<file path="config.mk">
export PLATFORM = sky130hd
export DESIGN_NAME = regfile_mp
export DESIGN_NICKNAME = d
export VERILOG_FILES = /design/src/rtl/regfile_mp.sv
export SDC_FILE = /design/constraint.sdc
export NUM_CORES = 2
export LEC_CHECK = 0
export CORE_ASPECT_RATIO = 1.25
export CORE_MARGIN = 2
export CORE_UTILIZATION = 45
export CTS_CLUSTER_SIZE = 20
export DETAILED_ROUTE_END_ITERATION = 10
export DONT_BUFFER_PORTS = 1
export MAX_ROUTING_LAYER = met4
export PLACE_DENSITY = 0.59
export SLEW_MARGIN = 40
export SYNTH_ARGS = -nofsm -noshare
export SYNTH_HDL_FRONTEND = slang
export SYNTH_SLANG_ARGS = --single-unit
</file>
<file path="constraint.sdc">
create_clock -name clk -period 6.9 [get_ports clk]
set_clock_uncertainty 0.05 [all_clocks]
set_input_delay 1.035 -clock clk [delete_from_list [all_inputs] [get_ports clk]]
set_output_delay 1.035 -clock clk [all_outputs]
set_load 0.05 [all_outputs]
</file>
<file path="src/rtl/regfile_mp.sv">
// rtl/regfile_mp.sv - multi-port register file with write bypass and clear engine
module regfile_mp #(
  parameter int DW       = 32,
  parameter int AW       = 5,
  parameter int DEPTH    = 32,
  parameter int NUM_RD   = 2,
  parameter int ZERO_REG = 1
) (
  input  logic                 clk,
  input  logic                 rst,
  input  logic                 we0,
  input  logic [AW-1:0]        waddr0,
  input  logic [DW-1:0]        wdata0,
  input  logic                 we1,
  input  logic [AW-1:0]        waddr1,
  input  logic [DW-1:0]        wdata1,
  input  logic [NUM_RD-1:0]    re,
  input  logic [NUM_RD*AW-1:0] raddr,
  output logic [NUM_RD*DW-1:0] rdata,
  input  logic                 clr_req,
  output logic                 ready
);

  // Sweep pointer width; DEPTH >= 2 keeps this at least one bit.
  localparam int            PW      = $clog2(DEPTH);
  localparam logic [PW-1:0] LAST    = PW'(DEPTH - 1);
  // One extra bit so DEPTH == 2**AW still compares correctly.
  localparam logic [AW:0]   DEPTH_W = (AW + 1)'(DEPTH);

  typedef enum logic {
    INIT,
    RUN
  } state_t;

  state_t          state;
  state_t          state_n;
  logic [PW-1:0]   ptr;
  logic [PW-1:0]   ptr_n;
  logic            ready_n;
  logic [DW-1:0]   regs [DEPTH];

  logic            commit;
  logic            w0_go;
  logic            w1_go;

  // An address is writable/readable only if it exists and is not the hard-wired zero.
  function automatic logic addr_ok(input logic [AW-1:0] a);
    addr_ok = ({1'b0, a} < DEPTH_W) && !((ZERO_REG != 0) && (a == '0));
  endfunction

  // Array index; only called on addresses already known to be below DEPTH.
  function automatic logic [PW-1:0] idx(input logic [AW-1:0] a);
    idx = a[PW-1:0];
  endfunction

  // Port writes land only in RUN and never in the cycle a re-clear is requested.
  assign commit = rst && (state == RUN) && !clr_req;
  assign w1_go  = commit && we1 && addr_ok(waddr1);
  // Port 1 wins a same-address collision, so port 0 is suppressed there.
  assign w0_go  = commit && we0 && addr_ok(waddr0) && !(w1_go && (waddr0 == waddr1));

  // State register for the sweep/run controller.
  always_ff @(posedge clk) begin
    if (!rst) begin
      state <= INIT;
      ptr   <= '0;
      ready <= 1'b0;
    end else begin
      state <= state_n;
      ptr   <= ptr_n;
      ready <= ready_n;
    end
  end

  // Next-state logic: walk ptr to the last entry, then run until a clear request.
  always_comb begin
    state_n = state;
    ptr_n   = ptr;
    ready_n = ready;
    case (state)
      INIT: begin
        if (ptr == LAST) begin
          state_n = RUN;
          ready_n = 1'b1;
        end else begin
          ptr_n = ptr + 1'b1;
        end
      end
      RUN: begin
        if (clr_req) begin
          state_n = INIT;
          ptr_n   = '0;
          ready_n = 1'b0;
        end
      end
      default: begin
        state_n = INIT;
        ptr_n   = '0;
        ready_n = 1'b0;
      end
    endcase
  end

  // Array write: the sweep owns the array in INIT, the ports own it in RUN; no reset so it maps to RAM.
  always_ff @(posedge clk) begin
    if (rst && (state == INIT)) begin
      regs[ptr] <= '0;
    end else begin
      if (w1_go) begin
        regs[idx(waddr1)] <= wdata1;
      end
      if (w0_go) begin
        regs[idx(waddr0)] <= wdata0;
      end
    end
  end

  for (genvar k = 0; k < NUM_RD; k++) begin : g_rd
    logic [AW-1:0] a;
    logic [DW-1:0] rd;

    // Combinational read with priority: gating, zero/out-of-range, port 1 bypass, port 0 bypass, array.
    always_comb begin
      a  = raddr[k*AW +: AW];
      rd = '0;
      if (!rst || !ready || !re[k]) begin
        rd = '0;
      end else if (!addr_ok(a)) begin
        rd = '0;
      end else if (w1_go && (waddr1 == a)) begin
        rd = wdata1;
      end else if (w0_go && (waddr0 == a)) begin
        rd = wdata0;
      end else begin
        rd = regs[idx(a)];
      end
    end

    assign rdata[k*DW +: DW] = rd;
  end

endmodule

</file>
==> impl_metrics.json <==
{
  "required_ns": 5.81,
  "cts_buffers": 106,
  "syn-mean-instance-area_um2": 10.9,
  "dpl_worst_slack_ns": 1.80,
  "layout_commonest_cell": "nand2_1",
  "grtUsageTotal_pct": 33.8,
  "via_per_inst": 6.67,
  "setup_viol": 0,
  "post_cts_buffers": 0,
  "violations": "slew limit",
  "ant_nets": 0,
  "max-slew-margin-rel_pct": -0.983,
  "drt-initial-drc-count": 5530,
  "syn_nets": 5601,
  "dieArea_um2": 137000,
  "p_leak_nw": 20.5,
  "cts_sinks": 1031,
  "cts_buffer_depth": 3,
  "fill_cells": 11733,
  "min_path_type": "in -> reg",
  "synthCells": 5508,
  "status": "finished, violations left",
  "rows": 150,
  "nets": 5151,
  "rrSetupSlack_ns": 3.19,
  "dpl.cell_count": 6695,
  "gp_congestion": 0.866,
  "fin_cells": 6895,
  "slew_violations": 20,
  "core-area_um2": 133000,
  "tightest_slew_ns": 1.51,
  "cts_tree": "built",
  "ys_ff_latch": 1031,
  "ys.flop_type": "edfxtp_1",
  "synth_edf_count": 1024,
  "wirelength_um": 227000,
  "synth.distinct_cells": 56,
  "worstPathArrival_ns": 4.47,
  "final.min_clock_period_ns": 5.55,
  "routedWlPerCell_um": 32.9,
  "port_buffers": 0,
  "path_clk_slew_ns": 0.05,
  "layout_common_cells": "nand2_1, edfxtp_1, o21ai_0",
  "cts-resized-gates": 0,
  "grt_pass1_wl_um": 320000,
  "ctsHoldBuffers": 0,
  "post-route-period-util_pct": 80.5,
  "grt_max_degree": 380,
  "hold_violations": 0,
  "overflow": 0,
  "synth_area_um2": 60200,
  "critPathCaptureType": "output port",
  "die_x_um": 331,
  "antenna_found_initial": 2,
  "power.density_nw_per_um2": 207,
  "seq_area_um2": 30900,
  "fin_setup_tns_ns": 0,
  "first_pass_iters": 6,
  "start_util_pct": 45.2,
  "timing.fmax_mhz": 180,
  "drive_gt1_share_pct": 13.0,
  "synth-async-reset-ratio_pct": 0,
  "clk_latency_ns": 0.72,
  "vias": 46016,
  "area_growth_pct": 7.93,
  "hpwl_um": 129000,
  "ys_warn_count": 0,
  "worst-path-max-fanout": 379,
  "path_class": "in -> out",
  "ios": 156,
  "cts-root-buf": "clkbuf_16",
  "first_global_vias": 44686,
  "cap_violations": 0,
  "synth_seq_area_share_pct": 51.3,
  "multi_input_area_um2": 26900,
  "fp.dieH_um": 413,
  "rsz0062_at_grt": "false",
  "cts.htree.levels": 3,
  "drc": 0,
  "ir_drop_mv": 0.200,
  "worst_slack_ns": 1.35,
  "start_kind": "input pin"
}
-- layout make-up --
| class | count | share of cell area [%] |
|---|---|---|
| Antenna cell | 2 | 0.00771 |
| Clock buffer | 130 | 4.29 |
| Clock inverter | 65 | 1.00 |
| Inverter | 39 | 0.225 |
| Multi-Input combinational cell | 3742 | 41.4 |
| Sequential cell | 1031 | 47.6 |
| Tap cell | 1748 | 3.37 |
| Timing Repair Buffer | 138 | 2.14 |
-- worst max-delay path: stages --
cell and delay [ns]:
xor2_1 0.46, nor3_1 0.12, a31oi_1 0.37, o31ai_4 0.12, buf_4 0.37, a31oi_1 0.71, a221o_1 0.54
-- per-layer routing --
| metal | track usage, % | wire length (µm) | share of wire, % |
|---|---|---|---|
| met1 | 38.7 | 78900 | 35 |
| met2 | 53.5 | 108000 | 48 |
| met3 | 7.59 | 23500 | 10 |
| met4 | 21.7 | 16600 | 7.3 |
| met5 | - | 0 | 0 |
-- flip-flops by register name (all words and copies together) (netlist names) --
| name | count |
|---|---|
| regs | 1024 |
| ptr | 5 |
| ready | 1 |
| state | 1 |
-- cell usage after synthesis (10+ instances only) --
cell / n / area share (%)
a21oi_1: 70 / 0.58
mux2i_1: 528 / 8.8
nand2_1: 1122 / 7.0
buf_1: 49 / 0.31
edfxtp_1: 1024 / 51
buf_4: 54 / 0.67
nor2b_1: 16 / 0.17
a22oi_1: 260 / 3.2
o21ai_1: 15 / 0.12
xor2_1: 10 / 0.15
inv_1: 39 / 0.24
mux4_2: 248 / 9.3
nand3_1: 73 / 0.61
nor3_1: 23 / 0.19
o21bai_1: 29 / 0.36
a221o_1: 64 / 1.1
buf_2: 182 / 1.5
nor3_2: 11 / 0.18
nor2_1: 19 / 0.12
clkbuf_1: 408 / 2.5
a22o_1: 62 / 0.90
xnor2_1: 13 / 0.19
o21ai_0: 984 / 8.2
and2_1: 10 / 0.10
a31oi_1: 130 / 1.4
-- report_power, final --
part | switching, mW | internal, mW
clock | 2.58 | 3.34
sequential | 0.0191 | 6.83
combinational | 0.376 | 0.282
-- final timing paths --
check | startpoint | endpoint | cells past startpoint
hold / removal | rst | state | 1
setup reg to reg | state | regs[5][15] | 7
hold reg to reg | ptr[4] | ptr[4] | 2
setup / recovery | raddr[7] | rdata[59] | 7
-- logic make-up after synthesis --
group	after synthesis	share of synthesized area (%)
AND/OR/NAND/NOR	1310	8.82
XOR/XNOR	23	0.335
AO/OA/AOI/OAI	1631	16.1
multiplexers	776	18.1
buffers and inverters	735	5.32
flip-flops	1031	51.3
adder cells (fa/ha/maj)	2	0.0416
-- metrics by stage --
step / utilization (%) / area [µm²] / power (mW) / hold WS [ns]
after global placement: 45.7 / 60900 / 7.60 / 0.541
final: 48.7 / 64900 / 13.4 / 0.387
after global routing: 48.7 / 64900 / 13.7 / 0.385
after detailed placement: 46.1 / 61400 / 7.61 / 0.532
after CTS: 48.7 / 64800 / 13.4 / 0.356
after floorplan: - / 60200 / 7.60 / 0.480
Note: power is estimated with default switching activity, not from simulation.
